File: config.mk
export PLATFORM = sky130hd
export DESIGN_NAME = mem_arbiter
export DESIGN_NICKNAME = d
export VERILOG_FILES = /design/src/rtl/mem_arbiter.sv
export SDC_FILE = /design/constraint.sdc
export NUM_CORES = 1
export LEC_CHECK = 0
export ABC_CLOCK_PERIOD_IN_PS = 1400
export CAP_MARGIN = 10
export CORE_ASPECT_RATIO = 1.1
export CORE_MARGIN = 10
export CORE_UTILIZATION = 55
export CTS_BUF_LIST = sky130_fd_sc_hd__clkbuf_16
export DETAILED_ROUTE_END_ITERATION = 6
export DONT_BUFFER_PORTS = 1
export PLACE_DENSITY = 0.7
export SETUP_SLACK_MARGIN = 0.1
export SLEW_MARGIN = 20
export SYNTH_ARGS = -nofsm -noshare
export SYNTH_HDL_FRONTEND = slang
export SYNTH_SLANG_ARGS = --single-unit
File: constraint.sdc
create_clock -name clk -period 1.4 [get_ports clk]
set_input_delay 0.14 -clock clk [delete_from_list [all_inputs] [get_ports clk]]
set_output_delay 0.14 -clock clk [all_outputs]
set_load 0.01 [all_outputs]
File: src/rtl/mem_arbiter.sv
// rtl/mem_arbiter.sv - round-robin fetch/data sequencer for the single-port program/data memory
module mem_arbiter #(
  parameter int ADDR_W = 8,
  parameter int DATA_W = 8
) (
  input  logic              clk,
  input  logic              rst,
  input  logic              f_req,
  input  logic [ADDR_W-1:0] f_addr,
  output logic              f_ack,
  output logic [DATA_W-1:0] f_rdata,
  input  logic              d_req,
  input  logic              d_we,
  input  logic [ADDR_W-1:0] d_addr,
  input  logic [DATA_W-1:0] d_wdata,
  output logic              d_ack,
  output logic [DATA_W-1:0] d_rdata,
  output logic [ADDR_W-1:0] mem_addr,
  output logic [DATA_W-1:0] mem_din,
  output logic              mem_we,
  input  logic [DATA_W-1:0] mem_dout,
  output logic              busy
);

  typedef enum logic [1:0] {
    S_IDLE  = 2'd0,
    S_SERVE = 2'd1,
    S_DONE  = 2'd2
  } state_t;

  // Requester identity: 0 = fetch, 1 = data.
  localparam logic SRC_F = 1'b0;
  localparam logic SRC_D = 1'b1;

  state_t            r_state;
  logic              r_last;
  logic              r_win;
  logic [ADDR_W-1:0] r_addr;
  logic              r_we;
  logic [DATA_W-1:0] r_wdata;
  logic              r_f_ack;
  logic              r_d_ack;
  logic [DATA_W-1:0] r_f_rdata;
  logic [DATA_W-1:0] r_d_rdata;
  logic              w_grant_d;
  logic              w_serve;

  // Winner selection: a lone requester wins; on a tie the one not served last wins.
  always_comb begin
    w_grant_d = SRC_F;
    if (d_req && !f_req) begin
      w_grant_d = SRC_D;
    end else if (f_req && !d_req) begin
      w_grant_d = SRC_F;
    end else begin
      w_grant_d = (r_last == SRC_F) ? SRC_D : SRC_F;
    end
  end

  // Sequencer: IDLE latches the granted access, SERVE performs it, DONE pulses the ack.
  always_ff @(posedge clk) begin
    if (rst) begin
      r_state   <= S_IDLE;
      r_last    <= SRC_D;
      r_win     <= SRC_F;
      r_addr    <= '0;
      r_we      <= 1'b0;
      r_wdata   <= '0;
      r_f_ack   <= 1'b0;
      r_d_ack   <= 1'b0;
      r_f_rdata <= '0;
      r_d_rdata <= '0;
    end else begin
      r_f_ack <= 1'b0;
      r_d_ack <= 1'b0;
      case (r_state)
        S_IDLE: begin
          if (f_req || d_req) begin
            r_win  <= w_grant_d;
            r_last <= w_grant_d;
            if (w_grant_d == SRC_D) begin
              r_addr  <= d_addr;
              r_we    <= d_we;
              r_wdata <= d_wdata;
            end else begin
              r_addr  <= f_addr;
              r_we    <= 1'b0;
              r_wdata <= '0;
            end
            r_state <= S_SERVE;
          end
        end
        S_SERVE: begin
          // Stores leave the load result untouched; the write itself lands in memory on this edge.
          if (!r_we) begin
            if (r_win == SRC_D) begin
              r_d_rdata <= mem_dout;
            end else begin
              r_f_rdata <= mem_dout;
            end
          end
          if (r_win == SRC_D) begin
            r_d_ack <= 1'b1;
          end else begin
            r_f_ack <= 1'b1;
          end
          r_state <= S_DONE;
        end
        S_DONE: begin
          r_state <= S_IDLE;
        end
        default: begin
          r_state <= S_IDLE;
        end
      endcase
    end
  end

  // Memory port is only driven while an access is in flight; reset blocks the write strobe immediately.
  assign w_serve  = (r_state == S_SERVE);
  assign mem_addr = w_serve ? r_addr : '0;
  assign mem_din  = w_serve ? r_wdata : '0;
  assign mem_we   = w_serve & r_we & ~rst;

  // A reset landing in DONE must not let the pending ack escape.
  assign f_ack   = r_f_ack & ~rst;
  assign d_ack   = r_d_ack & ~rst;
  assign f_rdata = r_f_rdata;
  assign d_rdata = r_d_rdata;
  assign busy    = (r_state != S_IDLE);

endmodule
; ---- Yosys cells after proc, flatten, opt, wreduce, memory -nomap -nowiden
; Cells that the tools add are included.
[word_totals]
regBits = 39
input_bits = 37
output_inout_bits = 36
word_cells = 43
[classes]
n_eq_ne = 2
muxes = 12
bitwise = 8
reduce_logical = 11
[ops]
columns = op, n
row1 = 2-to-1 mux 8 bit, 4
row2 = 2-to-1 mux 1 bit, 6
row3 = AND reduction 3 bit, 2
row4 = bitwise AND 1 bit, 4
row5 = NOT 1 bit, 4
row6 = one-hot mux 2 bit (2 select lines), 1
row7 = "equality test 2 x 1 -> 1 bit, second input constant", 1
row8 = logical AND 1 bit, 2
row9 = logical NOT 1 bit, 2
row10 = logical NOT 2 bit, 1
row11 = 2-to-1 mux 2 bit, 1
row12 = "inequality test 2 bit, second input constant", 1
row13 = AND reduction 2 bit, 1
row14 = nonzero test 2 bit, 1
row15 = OR reduction 2 bit, 1
row16 = logical OR 1 bit, 1

; ---- Depth between registers and ports, before layout
[logic_depth]
ltp_word = 5
ltp_mapped = 5

; ---- Least setup slack after synthesis
; OpenSTA, ideal clock, no wires.
[synth_timing]
path_type = register -> register
start = reg r_we
end = reg r_f_rdata[5], in the netlist f_rdata[5]
arrival_time_ps = 1080
path_slack_ps = 188
stages_incl_launch_ff = 5
n_path_buf = 1
period_less_slack_ps = 1212
cell_sequence = dfxtp_1 -> or4b_1 -> buf_2 -> nand2_1 -> a21oi_1
[synth_between]
elab_chain_len = 2
[synth_lines]
columns = element, line
row1 = "start, declared", 39  ; logic r_we;
row2 = "start signal, assigned", 83  ; r_we <= d_we;
row3 = NOT 1 bit (no line), --
row4 = AND reduction 3 bit (no line), --
row5 = "end signal, assigned", 99  ; r_f_rdata <= mem_dout;
row6 = "end, declared", 43  ; logic [DATA_W-1:0] r_f_rdata;
; No other way between the ends.
; A chain may end at the register's enable or synchronous reset.

; ---- Worst setup path after layout
[layout_timing]
start = reg r_state[0]
end = out mem_we
[layout_between]
elab_chain_len = 3
[layout_lines]
columns = element, line
row1 = "start, declared", 35  ; state_t r_state;
row2 = "start signal, assigned", 63  ; r_state <= S_IDLE;
row3 = "start signal, assigned", 90  ; r_state <= S_SERVE;
row4 = "start signal, assigned", 107  ; r_state <= S_DONE;
row5 = equality test 2 x 1 -> 1 bit, 120  ; assign w_serve = (r_state == S_SERVE);
row6 = bitwise AND 1 bit (2 in a row), 123  ; assign mem_we = w_serve & r_we & ~rst;
row7 = "end, declared", 20  ; output logic mem_we,
; No other way between the ends.

==> impl_results.md <==
* Die area at 0.00580 mm2
* Placeable Area at 0.00305 mm2
* Most common cell after layout, fill and taps aside: dfxtp_1
* Router iterations before antenna repair at 5
* Syn. warnings at 0
* Hold path depth at 2
* Synth Cell Area at 0.00173 mm2
* Final cycle utilization of the critical path at 95.5%
* Main combinational cell family by area after synthesis: compound AO/OA/AOI/OAI gates
* RSZ-0062 raised after global routing: yes
* Initial Util at 56.9%
* Layout cells sized above 1 at 26.4%
* Die Span Y at 78.9 um
* Final non-filler cell total at 231
* Setup violations, final at 0
* Leakage at 0.708 nW
* Fraction of the mapped netlist area in adder cells at 0%
* Worst min-delay path class: input port to flip-flop
* Clock power frac at 39.5%
* Max-cap viol count at 0
* Synth Area in Simple Gates at 20.3%
* CTS max path bufs at 2
* Via/cell ratio at 6.65
* Register-to-Register Setup Slack at 0.08 ns
* Final WL at 4.84 mm
* GRT Total Usage at 16.0%
* Antenna violations before repair at 0
* Sequential area share after synthesis at 45.0%
* Die X at 73.5 um
* H-tree levels at 2
* Tot Pwr at 2.72 mW
* Worst rel slew slack at 52.4%
* Sequential Power Share at 45.8%
* CTS tree: yes
* FF+latch count, synth at 39
* Most frequent cells in the layout: 37 x dfxtp_1, 27 x a21oi_1, 17 x and2_4
* Number of port buffers at 0
* Vias at 1,536
* Clock latency on the worst-skew pair at 0.28 ns
* Compound-Gate Fraction of Synth Area at 23.9%
* Vias in the first global route at 1,554
* Final Instance Area at 0.00208 mm2
* Power per cell area at 1310 mW/mm2
* Net Sw Frac at 26.4%
* Num CTS Buffers at 5
* # DRC at 0
* Final number of max-transition violations at 0
* Area post-placement at 0.00173 mm2
* Crit. End Element: output pin
* RD Place Congestion at 0.752
* Arr. time, crit path at 1.20 ns
* Starting DRT DRC Count at 145
* WP data required at 1.26 ns
* Xor and xnor area share after synthesis at 0%
* Largest net degree at the start of global routing at 41
* Mean Syn Cell Area at 8.85 um2
* CTS Sinks at 39
* Highest Clock Rate at 0.748 GHz
* # fillers at 259
* DR WL/cell at 20.9 um
* Worst hold slack at -0.00566 ns
* Cells after Synth at 196
* CP startpoint kind: flip-flop
* First-pass GRT wire length at 7.55 mm
* Worst-path clk slew at 0.06 ns
* Skew final at 0.00352 ns
* Nets@finish at 233
* Worst-case vdd ir drop at 1.06 mV
* Top Ports at 73
* Synthesized net count at 233
* Comb power frac at 14.7%
* Mux contribution to synthesized area at 4.62%
* Ant. Diodes at 0
* # rows at 21
* Synth unique cells at 27
* Failing checks: negative hold slack
* Power Internal at 2.00 mW
* Tightest Pin Transition at 0.713 ns
* Fin. Hold Viols at 3
* Net Switching at 0.718 mW
* Crit Path Class: flip-flop to output pin
* Status: finished with violations
* R2r worst-path depth at 4
* Dpl cells at 218
* P&R area growth vs syn at 19.8%
* Worst Path Max Fanout at 6
* Global route total overflow at 0
* CTS Root Buffer Type: clkbuf_16
* Final worst path period need at 1.34 ns
* Antenna-violating nets left at 0
* Final core utilization at 68.1%
* HPWL after DPL at 3.34 mm
kinds of logic (layout without fill, tap and decap cells):
logic type / count (synthesis) / in the layout
AOI/OAI and AO/OA: 63 / 63
buffers and inverters: 22 / 23
DFF: 39 / 39
muxes: 8 / 8
and+or+nand+nor: 64 / 64
cell usage after synthesis:
master / n / area, um2
nor4_1: 8 / 50.1
buf_2: 8 / 40.0
buf_6: 1 / 11.3
nor2_2: 1 / 6.26
o2111ai_1: 9 / 78.8
clkbuf_1: 6 / 22.5
or2_2: 1 / 6.26
inv_2: 1 / 3.75
or4b_1: 1 / 10.0
nor2_1: 10 / 37.5
buf_1: 1 / 3.75
buf_4: 2 / 15.0
dfxtp_1: 39 / 781
o21bai_1: 1 / 7.51
nor4b_2: 1 / 15.0
and2_1: 18 / 113
mux2i_1: 8 / 80.1
a2111oi_0: 16 / 140
or2b_1: 1 / 7.51
a21oi_1: 27 / 135
nand2_1: 16 / 60.1
a211oi_1: 1 / 7.51
inv_1: 3 / 11.3
o21ai_0: 9 / 45.0
nor2b_1: 3 / 18.8
nor3_1: 3 / 15.0
and4bb_2: 1 / 12.5
cell type report:
| type | instances | area [um2] | share of cell area, % |
|---|---|---|---|
| Multi-Input combinational cell | 135 | 985 | 47.4 |
| Sequential cell | 39 | 783 | 37.7 |
| Clock buffer | 5 | 125 | 6.02 |
| Timing Repair Buffer | 11 | 105 | 5.06 |
| Tap cell | 34 | 42.5 | 2.05 |
| Inverter | 4 | 20.0 | 0.964 |
| Clock inverter | 3 | 16.3 | 0.783 |
metrics by stage:
step,TNS (ns),hold WS [ns],worst slack (ns)
2_1_floorplan,0,0.227,0.188
3_3_place_gp,0,0.214,0.0998
3_5_place_dp,-0.0821,0.218,-0.0821
4_1_cts,0,-0.0793,0.0583
5_1_grt,-0.0555,0.000655,-0.0244
6_report,0,-0.00566,0.0637
power by group through the flow:
| stage | clock [mW] | combinational, mW | sequential [mW] |
|---|---|---|---|
| 2_1_floorplan | 0 | 0.261 | 1.25 |
| 3_3_place_gp | 0 | 0.279 | 1.26 |
| 3_5_place_dp | 0 | 0.293 | 1.26 |
| 4_1_cts | 1.09 | 0.331 | 1.24 |
| 5_1_grt | 1.14 | 0.437 | 1.25 |
| 6_report | 1.07 | 0.398 | 1.24 |
final timing paths:
kind / start / end
max: r_state[0] / mem_we
max reg2reg: r_state[0] / r_addr[5]
min: mem_dout[2] / f_rdata[2]
min reg2reg: r_wdata[0] / r_wdata[0]
flip-flops by register name, summed over array words and instances, names as in the netlist, 2 cells and up:
signal,count
r_addr,8
f_rdata,8
r_state,2
r_wdata,8
d_rdata,8
what timing repair did:
item,in CTS,in global routing
endpoints found under the setup margin,33,33
buffers inserted,1,1
gates resized for setup,25,27
endpoints found under the hold margin,38,38
cloned,1,0
per-layer routing:
layer / GRT usage, % / vias up / routed length (um)
met3: 7.84 / 14 / 549
met4: 7.65 / 0 / 163
met2: 27.6 / 70 / 2470
met1: 15.2 / 730 / 1650
li1: - / 722 / -
met5: 0 / - / 0
worst max-delay path: stages (launching register included):
cell	delay, ns
dfxtp_2	0.37
or2b_1	0.26
nor2_2	0.12
and2_4	0.17
Note: power is estimated with default switching activity, not from simulation.
